### config.mk
export PLATFORM = sky130hd
export DESIGN_NAME = morse_ram_scheduler
export DESIGN_NICKNAME = d
export VERILOG_FILES = /design/src/rtl/morse_ram_scheduler_pkg.sv /design/src/rtl/morse_ram_scheduler_arb3_rr.sv /design/src/rtl/morse_ram_scheduler.sv
export SDC_FILE = /design/constraint.sdc
export NUM_CORES = 1
export LEC_CHECK = 0
export ABC_CLOCK_PERIOD_IN_PS = 2500
export BUFFER_PORTS_ARGS = -buffer_cell sky130_fd_sc_hd__buf_2
export CORE_ASPECT_RATIO = 1.25
export CORE_MARGIN = 2
export CORE_UTILIZATION = 45
export DETAILED_ROUTE_END_ITERATION = 16
export GPL_TIMING_DRIVEN = 0
export PLACE_DENSITY = 0.69
export SLEW_MARGIN = 20
export SYNTH_ARGS = -nofsm -noshare
export SYNTH_HDL_FRONTEND = slang
export SYNTH_SLANG_ARGS = --single-unit
### constraint.sdc
create_clock -name clock_i -period 2.5 [get_ports clock_i]
set_input_delay 0.125 -clock clock_i [delete_from_list [all_inputs] [get_ports clock_i]]
set_output_delay 0.125 -clock clock_i [all_outputs]
set_load 0.03 [all_outputs]
### src/rtl/morse_ram_scheduler_pkg.sv
// Shared constants for the morse RAM scheduler: FSM encodings, requester ids, default widths.
// Used by both the top and the arbiter; see SCHED_RR_EN in the arbiter for grant policy.
package morse_ram_scheduler_pkg;

    localparam int DEF_ADDR_W = 5;
    localparam int DEF_DATA_W = 10;

    localparam logic [1:0] S_IDLE  = 2'd0;
    localparam logic [1:0] S_ISSUE = 2'd1;
    localparam logic [1:0] S_WAIT  = 2'd2;
    localparam logic [1:0] S_RESP  = 2'd3;

    localparam logic [1:0] REQ_P1 = 2'd0;
    localparam logic [1:0] REQ_P2 = 2'd1;
    localparam logic [1:0] REQ_RP = 2'd2;

    // Requester following id in the player1 -> player2 -> translator ring.
    function automatic logic [1:0] next_id(input logic [1:0] id);
        return (id == REQ_RP) ? REQ_P1 : id + 2'd1;
    endfunction

endpackage

### src/rtl/morse_ram_scheduler_arb3_rr.sv
// Three-way arbiter returning a 2-bit requester id. With SCHED_RR_EN defined it is round-robin
// (pointer moves past whoever was last served); otherwise fixed priority player1 > player2 > translator.
module arb3_rr
    import morse_ram_scheduler_pkg::*;
(
`ifdef SCHED_RR_EN
    input  logic       clock_i,
    input  logic       resetn_i,
    input  logic       upd_i,
    input  logic [1:0] upd_id_i,
`endif
    input  logic [2:0] req_i,
    output logic       any_o,
    output logic [1:0] id_o
);

    assign any_o = |req_i;

`ifdef SCHED_RR_EN
    logic [1:0] ptr_q, ptr_d;
    logic [1:0] cand;
    logic       found;

    always_comb begin
        id_o  = REQ_P1;
        found = 1'b0;
        cand  = ptr_q;
        for (int k = 0; k < 3; k++) begin
            if (!found && req_i[cand]) begin
                id_o  = cand;
                found = 1'b1;
            end
            cand = next_id(cand);
        end
    end

    always_comb begin
        ptr_d = ptr_q;
        if (upd_i) ptr_d = next_id(upd_id_i);
    end

    always_ff @(posedge clock_i or negedge resetn_i) begin
        if (!resetn_i) ptr_q <= REQ_P1;
        else           ptr_q <= ptr_d;
    end
`else
    always_comb begin
        if (req_i[0])      id_o = REQ_P1;
        else if (req_i[1]) id_o = REQ_P2;
        else               id_o = REQ_RP;
    end
`endif

endmodule

### src/rtl/morse_ram_scheduler.sv
// Single owner of the morse-code RAM: serialises player1 appends, player2 sequential reads and
// translator replays through one IDLE/ISSUE/WAIT/RESP sequence. Grant policy set by SCHED_RR_EN.
module morse_ram_scheduler
    import morse_ram_scheduler_pkg::*;
#(
    parameter int ADDR_W = DEF_ADDR_W,
    parameter int DATA_W = DEF_DATA_W,
    parameter int RD_LAT = 1
)(
    input  logic              clock_i,
    input  logic              resetn_i,
    input  logic              clear_i,
    input  logic              wr_req_i,
    input  logic [DATA_W-1:0] wr_data_i,
    output logic              wr_ack_o,
    output logic              wr_full_o,
    input  logic              rd_req_i,
    output logic [DATA_W-1:0] rd_data_o,
    output logic              rd_valid_o,
    output logic              rd_empty_o,
    input  logic              rp_req_i,
    input  logic [ADDR_W-1:0] rp_addr_i,
    output logic [DATA_W-1:0] rp_data_o,
    output logic              rp_valid_o,
    output logic [ADDR_W:0]   count_o,
    output logic [ADDR_W:0]   rd_ptr_o,
    output logic              busy_o,
    output logic [ADDR_W-1:0] ram_addr_o,
    output logic [DATA_W-1:0] ram_data_o,
    output logic              ram_wren_o,
    input  logic [DATA_W-1:0] ram_q_i
);

    localparam logic [ADDR_W:0] CAP       = {1'b1, {ADDR_W{1'b0}}};
    localparam logic [1:0]      WAIT_INIT = (RD_LAT > 1) ? 2'(RD_LAT - 2) : 2'd0;

    logic [1:0]        state_q, state_d;
    logic [1:0]        gnt_q;
    logic [1:0]        wait_q;
    logic              refuse_q;
    logic [ADDR_W:0]   count_q, rd_ptr_q;
    logic [ADDR_W-1:0] ram_addr_q, addr_sel;
    logic [DATA_W-1:0] ram_data_q, rd_data_q, rp_data_q;
    logic              ram_wren_q;

    logic       arb_any;
    logic [1:0] arb_id;
    logic       gnt_refuse;
    logic       resp_fire;

    assign resp_fire = (state_q == S_RESP) && !clear_i;

`ifdef SCHED_RR_EN
    arb3_rr u_arb (
        .clock_i  (clock_i),
        .resetn_i (resetn_i),
        .upd_i    (resp_fire),
        .upd_id_i (gnt_q),
        .req_i    ({rp_req_i, rd_req_i, wr_req_i}),
        .any_o    (arb_any),
        .id_o     (arb_id)
    );
`else
    arb3_rr u_arb (
        .req_i    ({rp_req_i, rd_req_i, wr_req_i}),
        .any_o    (arb_any),
        .id_o     (arb_id)
    );
`endif

    // Refusals skip the RAM entirely and answer on the following cycle.
    assign gnt_refuse = ((arb_id == REQ_P1) && (count_q == CAP)) ||
                        ((arb_id == REQ_P2) && (rd_ptr_q == count_q));

    always_comb begin
        case (arb_id)
            REQ_P1:  addr_sel = count_q[ADDR_W-1:0];
            REQ_P2:  addr_sel = rd_ptr_q[ADDR_W-1:0];
            default: addr_sel = rp_addr_i;
        endcase
    end

    always_comb begin
        state_d = state_q;
        case (state_q)
            S_IDLE:  if (arb_any) state_d = gnt_refuse ? S_RESP : S_ISSUE;
            S_ISSUE: state_d = (RD_LAT > 1) ? S_WAIT : S_RESP;
            S_WAIT:  if (wait_q == 2'd0) state_d = S_RESP;
            default: state_d = S_IDLE;
        endcase
        if (clear_i) state_d = S_IDLE;
    end

    always_ff @(posedge clock_i or negedge resetn_i) begin
        if (!resetn_i) begin
            state_q    <= S_IDLE;
            gnt_q      <= REQ_P1;
            wait_q     <= 2'd0;
            refuse_q   <= 1'b0;
            count_q    <= '0;
            rd_ptr_q   <= '0;
            ram_addr_q <= '0;
            ram_data_q <= '0;
            ram_wren_q <= 1'b0;
            rd_data_q  <= '0;
            rp_data_q  <= '0;
        end else begin
            state_q    <= state_d;
            ram_wren_q <= 1'b0;
            if (clear_i) begin
                count_q  <= '0;
                rd_ptr_q <= '0;
            end else begin
                case (state_q)
                    S_IDLE: if (arb_any) begin
                        gnt_q    <= arb_id;
                        refuse_q <= gnt_refuse;
                        if (!gnt_refuse) begin
                            ram_addr_q <= addr_sel;
                            if (arb_id == REQ_P1) begin
                                ram_data_q <= wr_data_i;
                                ram_wren_q <= 1'b1;
                            end
                        end
                    end
                    S_ISSUE: wait_q <= WAIT_INIT;
                    S_WAIT:  wait_q <= wait_q - 2'd1;
                    default: begin
                        if (refuse_q) begin
                            if (gnt_q == REQ_P2) rd_data_q <= '0;
                        end else begin
                            case (gnt_q)
                                REQ_P1: count_q <= count_q + 1'b1;
                                REQ_P2: begin
                                    rd_ptr_q  <= rd_ptr_q + 1'b1;
                                    rd_data_q <= ram_q_i;
                                end
                                default: rp_data_q <= ram_q_i;
                            endcase
                        end
                    end
                endcase
            end
        end
    end

    // Response pulses come straight from the RESP state so read data lines up with ram_q.
    assign wr_ack_o   = resp_fire && (gnt_q == REQ_P1);
    assign wr_full_o  = wr_ack_o && refuse_q;
    assign rd_valid_o = resp_fire && (gnt_q == REQ_P2);
    assign rd_empty_o = rd_valid_o && refuse_q;
    assign rp_valid_o = resp_fire && (gnt_q == REQ_RP);
    assign rd_data_o  = rd_valid_o ? (refuse_q ? '0 : ram_q_i) : rd_data_q;
    assign rp_data_o  = rp_valid_o ? ram_q_i : rp_data_q;

    assign count_o    = count_q;
    assign rd_ptr_o   = rd_ptr_q;
    assign busy_o     = (state_q != S_IDLE);
    assign ram_addr_o = ram_addr_q;
    assign ram_data_o = ram_data_q;
    assign ram_wren_o = ram_wren_q;

endmodule
After elaboration in Yosys (flattened, before gate mapping). Cells that the tools add are included.

Eq/ne operators: 12. Reductions and logical operators: 30. Bitwise gates (word level): 5. Muxes and demuxes: 28. Add/sub/neg operators: 3.

Operators with widths (count): $mux 10 (6); $mux 6 (8); $add 6x1->6 const B (2); $mux 2 (6); $reduce_and 3->1 (4); $pmux 5 s2 (1); $logic_and 1x1->1 (8); $logic_not 2->1 (4); $reduce_and 4->1 (2); $reduce_bool 2->1 (4); $eq 2x1->1 const B (3); $eq 2x2->1 const B (3); $eq 6x6->1 (1); $eq 6x6->1 const B (1); $ne 3x3->1 const B (2); $pmux 2 s3 (1); $reduce_or 3->1 (2); $mux 1 (5); $not 1->1 (5); $reduce_and 5->1 (1); $pmux 2 s2 (1); $reduce_and 2->1 (2); $ne 2x1->1 const B (1); $ne 2x2->1 const B (1); 4 further kinds (4).

Flip-flop bits (word level): 55. Word-level logic and storage cells: 89. Input bits: 31. Output and inout port bits: 54.

Depth between registers and ports, before layout. Gate-level depths: netlist (run 1).

Depth in word-level cells: 9. Gate-level depth with buffers: 8. Gate-level depth less buffers: 7.

Modules after synthesis. Synthesis (run 1) repeated with hierarchy kept, for this count alone.

Cell total of the unflattened synthesis: 266. Area total of the unflattened synthesis: 2864.0 um^2.

Modules (own cells, without submodules): morse_ram_scheduler (times used 1, area an instance 2847.7 um^2, cells an instance 263); arb3_rr (times used 1, area an instance 16.3 um^2, cells an instance 3).

Worst setup path after synthesis (run 1). Ideal clock, no wire load.

Path kind: flip-flop to output port. Start point: reg state_q[1]. End point: out wr_full_o. Data required time: 2.375 ns. Cell stages (with the launch flop): 4. Path slack: 0.313 ns. Buffers on the path: 0. Arrival time: 2.062 ns. Cells stage by stage: dfrtp_1 ha_1 nor4b_1 and2_1.

Longest elaborated chain between the ends: 4.

RTL lines: from (decl) (RTL line morse_ram_scheduler.sv:37) `logic [1:0] state_q, state_d;`; from (signal assigned) (RTL line morse_ram_scheduler.sv:108) `state_q <= state_d;`; $eq 2x2->1 (RTL line morse_ram_scheduler.sv:51) `assign resp_fire = (state_q == S_RESP) && !clear_i;`; $logic_and 1x1->1 (RTL line morse_ram_scheduler.sv:51); $logic_and 1x1->1 (RTL line morse_ram_scheduler.sv:148) `assign wr_ack_o = resp_fire && (gnt_q == REQ_P1);`; named net wr_ack_o (RTL line morse_ram_scheduler.sv:15) `output logic wr_ack_o,`; $logic_and 1x1->1 (RTL line morse_ram_scheduler.sv:149) `assign wr_full_o = wr_ack_o && refuse_q;`; to (decl) (RTL line morse_ram_scheduler.sv:16) `output logic wr_full_o,`.

The timed path passes the listed nets, and every way through them passes these cells.

Worst setup path in the final report (run 1).
Start point: reg state_q[1]. End point: out rp_data_o[3].

Longest elaborated chain between the ends: 4.

RTL lines: $eq 2x2->1 (RTL line morse_ram_scheduler.sv:51); $logic_and 1x1->1 (RTL line morse_ram_scheduler.sv:51); $logic_and 1x1->1 (RTL line morse_ram_scheduler.sv:152) `assign rp_valid_o = resp_fire && (gnt_q == REQ_RP);`; $mux 10 (RTL line morse_ram_scheduler.sv:154) `assign rp_data_o = rp_valid_o ? ram_q_i : rp_data_q;`; to (decl) (RTL line morse_ram_scheduler.sv:23) `output logic [DATA_W-1:0] rp_data_o,`.

Every way passes these cells.

==> results of run 1 <==
==> what timing repair did <==
item                                   in CTS  in global routing
hold buffers                                1                  0
gates resized for setup                     0                  0
endpoints found under the hold margin      55                  0
==> logic make-up after synthesis <==
family | count (synthesis)
AO/OA/AOI/OAI | 37
XOR/XNOR | 16
adder cells (fa/ha/maj) | 8
buffers and inverters | 22
flip-flops | 55
multiplexers | 41
AND/OR/NAND/NOR | 94
==> cell type report <==
class | count | area (µm²) | share of cell area [%]
Multi-Input combinational cell | 196 | 1400 | 40.0
Sequential cell | 55 | 1380 | 39.2
Timing Repair Buffer | 84 | 428 | 12.2
Tap cell | 85 | 106 | 3.03
Clock buffer | 8 | 100 | 2.85
Buffer | 13 | 58.8 | 1.68
Inverter | 9 | 33.8 | 0.963
==> synth_stat cells <==
master    instances
o21ai_1           8
nor3_4            1
nor3_2            1
buf_2             5
nor4bb_1          1
inv_1             9
o21ai_0          20
nor2_1           23
and4bb_1          1
xnor2_1           7
o41ai_4           1
a31oi_1           1
and2b_1           1
nand2_1          45
a21oi_1           5
mux2i_1           6
and4_1            1
mux2_1            9
clkbuf_1          7
mux2_2           21
ha_1              8
buf_4             1
o41ai_2           1
nand3b_1          2
nand4_1           5
nor2b_1           4
and2_1            1
nor4b_4           1
xor2_1            9
nor4b_1           1
and3_1            3
mux2_4            5
nand2b_1          3
dfrtp_1          55
o31ai_1           1
==> final timing paths <==
check,start,endpoint,depth (start not counted)
setup / recovery,state_q[1],rp_data_o[3],5
hold / removal,wr_data_i[2],ram_data_o[2],2
setup reg to reg,state_q[1],ram_data_o[7],8
hold reg to reg,ram_data_o[6],ram_data_o[6],1
max in group asynchronous,resetn_i,rd_ptr_o[0],2
min in group asynchronous,resetn_i,ram_data_o[2],2
==> flip-flops by register name, indices dropped and copies added, names as in the netlist <==
register / flops
count_o: 6
gnt_q: 2
ram_addr_o: 5
ram_data_o: 10
ram_wren_o: 1
rd_data_q: 10
rd_ptr_o: 6
refuse_q: 1
rp_data_q: 10
state_q: 2
wait_q: 2
==> routing by layer <==
metal	wire [µm]	share of wire [%]	up-vias
li1	-	-	1101
met1	2720	43	1053
met2	3100	49	79
met3	357	5.7	9
met4	115	1.8	0
met5	0	0	-
==> through the flow <==
step / utilization, % / total power [mW] / cells
floorplan: - / 2.53 / 273
global placement: 55.1 / 2.95 / 441
detailed placement: 55.1 / 3.00 / 441
CTS: 56.9 / 3.53 / 450
global route: 56.9 / 3.73 / 450
finish: 56.9 / 3.50 / 450
==> power by group <==
group	switching, mW	internal [mW]
registers	0.188	1.19
logic	1.02	0.576
clock network	0.279	0.254
==> flow_summary.toml, run 1 <==
[yosys]
syn_area_um2 = 2870
ys_warn_count = 0
synth_compound_area_share_pct = 7.75
synth_mux_area_share_pct = 16.5
synth_top_area_share_pct = 47.9
syn_nets = 312
synth_largest_area_cell = "dfrtp_1"
synth_cell_types = 35
synth.top_cells.by_area = "dfrtp_1 (48%), mux2_2 (8.2%), nand2_1 (5.9%)"
synth-seq-area-share_pct = 47.9
ys_ff_latch = 55
synth_top_family_by_area = "multiplexers"
avgSynthCellArea_um2 = 10.5
yosys.area_share.simple_pct = 16.3
synth_fa_ha_area_share_pct = 3.48
syn_inst = 273
synth-xor-area-share_pct = 4.88

[cts]
post_cts_buffers = 0
tritoncts = "yes"
htreeDepth = 2
clkLatencyLatePin_ns = 0.31
clk_pin_slew_worst_paths_ns = 0.10
max-clock-path-buffers = 2
clockRootBuffer = "clkbuf_8"
clock-sinks = 55
cts_inserted_buffers = 5

[worst_setup_path]
startpoint_type = "flop"
cp_slowest_cell = "dfrtp_1"
critical_path.max_fanout = 10
crit_required_ns = 2.38
arrival_ns = 2.04
worstPathCellList = "ha_1 -> and4bb_1 -> buf_2 -> mux2_2 -> buf_2"
rrSetupSlack_ns = 0.38
end_kind = "output pin"
path_delay_family = "buffers and inverters"
slowest_delay_ns = 0.44
crit_buf_inv = 2
crit_path_frequent_cell = "buf_2"
path_class = "flop to output pin"

[flow_run]
cap_viol_max_count = 0

[routing]
drt-wirelength-per-cell_um = 14.0
vias = 2242
ant_nets = 0
wirelength_mm = 6.30
drt-pass1-iter-count = 5
drtIter0Drc = 112
viasPerCell = 4.98
route.detailed.drc = 0

[floorplan]
rows = 32
die_width_um = 75.5
core-area_um2 = 6170
ioPinCount = 85
dieHeight_um = 93.3
dieArea_um2 = 7040
start_util_pct = 46.6

[global_route]
grt_util_met2_pct = 30.0
grt_use_met1_pct = 23.4
grt_use_total_pct = 18.3
grt_max_degree = 56
top_usage_layer = "met2"
met3_usage_pct = 4.09
overflow = 0
grt_pass1_vias = 2049
grt_pass1_wl_mm = 9.76
grt_antenna_before_repair = 0

[sta]
fmax_ghz = 0.462
finClkSkew_ns = 0.0107
tightest_slew_ns = 0.668
rsz0062_at_grt = "false"
tns_ns = 0
drv_slew = 0
hold_slack_ns = 0.0350
fin_crit_sh_pct = 86.7
hold_viol = 0
fin_crit_ns = 2.17
setup_viol = 0
layout_setup_ws_ns = 0.333
slew_headroom_pct = 55.5

[pwr]
p_leak_nw = 1.79
power_density_nw_per_um2 = 998
ir_worst_vdd_v = 0.000356

[placed_design]
place_ws_ns = 0.367
place.gp.congestion = 0.797
dp_hpwl_mm = 4.62
port_buffers = 83
place_area_um2 = 3400

[worst_hold_path]
holdCritPathClass = "input port to flop"

[cells_and_area]
mostFrequentLayoutCell = "buf_2"
nNetsFinal = 403
n_antenna_cell = 0
drive_above_1_share_pct = 34.8
syn_to_final_growth_pct = 22.1
layout_common_cells = "buf_2 (87), dfrtp_1 (55), nand2_1 (45)"
design_area_um2 = 3510
n_fill_cell = 582

[run_status]
outcome = "complete, no violations"
Note: power is estimated with default switching activity, not from simulation.
==> inputs of run 2 (changes only) <==
- ABC_CLOCK_PERIOD_IN_PS: 2500 -> 2200
- clock period: 2.5 -> 2.2 ns (I/O delays scaled with it)
==> flow_summary.toml, run 2 (synthesized netlist as in run 1, its figures left out) <==
[run_status]
outcome = "complete, no violations"

[cts]
clock-sinks = 55
tritoncts = "yes"
clkLatencyLatePin_ns = 0.31
clockRootBuffer = "clkbuf_8"
post_cts_buffers = 0
cts_inserted_buffers = 5
max-clock-path-buffers = 2
htreeDepth = 2
clk_pin_slew_worst_paths_ns = 0.09

[pwr]
power_density_nw_per_um2 = 1130
switching_share_pct = 42.3
ir_worst_vdd_v = 0.000405
p_leak_nw = 1.79
comb_power_share_pct = 45.6
pwr-share-clk_pct = 15.1
power.internal_mw = 2.30
power.total_mw = 3.98
seqPwrFrac_pct = 39.3
p_switching_mw = 1.68

[floorplan]
rows = 32
dieArea_um2 = 7040
ioPinCount = 85
start_util_pct = 46.6
die_width_um = 75.5
dieHeight_um = 93.3
core-area_um2 = 6170

[cells_and_area]
multi_input_area_um2 = 1410
n_fill_cell = 580
layout_common_cells = "buf_2 (85), dfrtp_1 (54), nand2_1 (45)"
n_antenna_cell = 0
syn_to_final_growth_pct = 22.5
drive_above_1_share_pct = 35.3
mostFrequentLayoutCell = "buf_2"
regArea_um2 = 1380
nNetsFinal = 403
design_area_um2 = 3520

[routing]
vias = 2235
viasPerCell = 4.97
route.detailed.drc = 0
dr_wl_met2_mm = 3.12
drt-pass1-iter-count = 5
wl_met3_um = 354
drtIter0Drc = 92
drt-wirelength-per-cell_um = 14.0
ant_nets = 0
routed.top_layer = "met4"
m1WireLength_mm = 2.70
wirelength_mm = 6.29

[sta]
tightest_slew_ns = 0.670
fin_crit_ns = 2.08
finClkSkew_ns = 0.0102
fin_crit_sh_pct = 94.5
drv_slew = 0
layout_setup_ws_ns = 0.120
tns_ns = 0
hold_viol = 0
rsz0062_at_grt = "false"
setup_viol = 0
hold_slack_ns = 0.0224
fmax_ghz = 0.481
slew_headroom_pct = 55.3

[placed_design]
port_buffers = 83
place_area_um2 = 3400
place.gp.congestion = 0.797
dp_hpwl_mm = 4.62
place_ws_ns = 0.0669

[global_route]
grt_antenna_before_repair = 0
grt_use_total_pct = 18.3
grt_max_degree = 56
overflow = 0
grt_pass1_wl_mm = 9.76
grt_pass1_vias = 2049

[worst_setup_path]
arrival_ns = 1.97
path_class = "flop to output pin"
critical_path.max_fanout = 10
startpoint_type = "flop"
end_kind = "output pin"
crit_required_ns = 2.09

[worst_hold_path]
holdCritPathClass = "input port to flop"

[flow_run]
cap_viol_max_count = 0
-- run 2: cell types whose count changed in the layout (fill, tap and decap cells not counted) --
cell	change
a31oi_1	-1
a31oi_2	+1
buf_2	-2
buf_4	+1
clkbuf_4	+1
dfrtp_1	-1
dfrtp_2	+1
-- run 2: power by group through the flow --
stage / Sequential (mW) / Combinational [mW] / Clock, mW
2_1_floorplan: 1.80 / 1.08 / 0
3_3_place_gp: 1.56 / 1.79 / 0
3_5_place_dp: 1.59 / 1.82 / 0
4_1_cts: 1.56 / 1.83 / 0.617
5_1_grt: 1.61 / 1.96 / 0.665
6_report: 1.56 / 1.81 / 0.601
-- run 2: layer usage --
metal  track usage [%]  vias up
met4              6.43        0
li1                  -     1104
met5                 0        -
met1              23.4     1044
met3              4.09        9
met2              30.0       78
-- run 2: final timing paths --
kind / start / to / slack [ns] / cells after the start
setup reg to reg: state_q[0] / ram_data_o[7] / 0.20 / 8
hold / removal: wr_data_i[8] / ram_data_o[8] / 0.02 / 2
setup / recovery: gnt_q[0] / rd_data_o[9] / 0.12 / 6
hold reg to reg: wait_q[1] / wait_q[1] / 0.49 / 2
min in group asynchronous: resetn_i / ram_data_o[2] / 0.39 / 2
max in group asynchronous: resetn_i / state_q[1] / 1.34 / 2
-- run 2: repair_timing --
| item | CTS | global route |
|---|---|---|
| hold buffers | 1 | 0 |
| endpoints found under the setup margin | 0 | 18 |
| resized for setup | 0 | 5 |
| endpoints found under the hold margin | 55 | 0 |
-- run 2: cell type report --
cell class | count | share of cell area, %
clock buffers | 8 | 2.84
plain buffers | 13 | 1.81
repair buffers | 84 | 12.2
inverters | 9 | 0.960
well taps | 85 | 3.02
multi-input cells | 196 | 40.1
flip-flops and latches | 55 | 39.1
-- run 2: stage by stage --
stage / utilization [%] / std cells
floorplan: - / 273
global placement: 55.1 / 441
detailed placement: 55.1 / 441
CTS: 56.9 / 450
global route: 57.1 / 450
finish: 57.1 / 450
-- run 2: worst max-delay path, cell delays in order, from the launching register on --
cell and delay (ns):
dfrtp_1 0.47, nor2b_1 0.19, nand3b_1 0.15, clkbuf_1 0.42, nand2_1 0.09, o21ai_0 0.11, buf_2 0.24
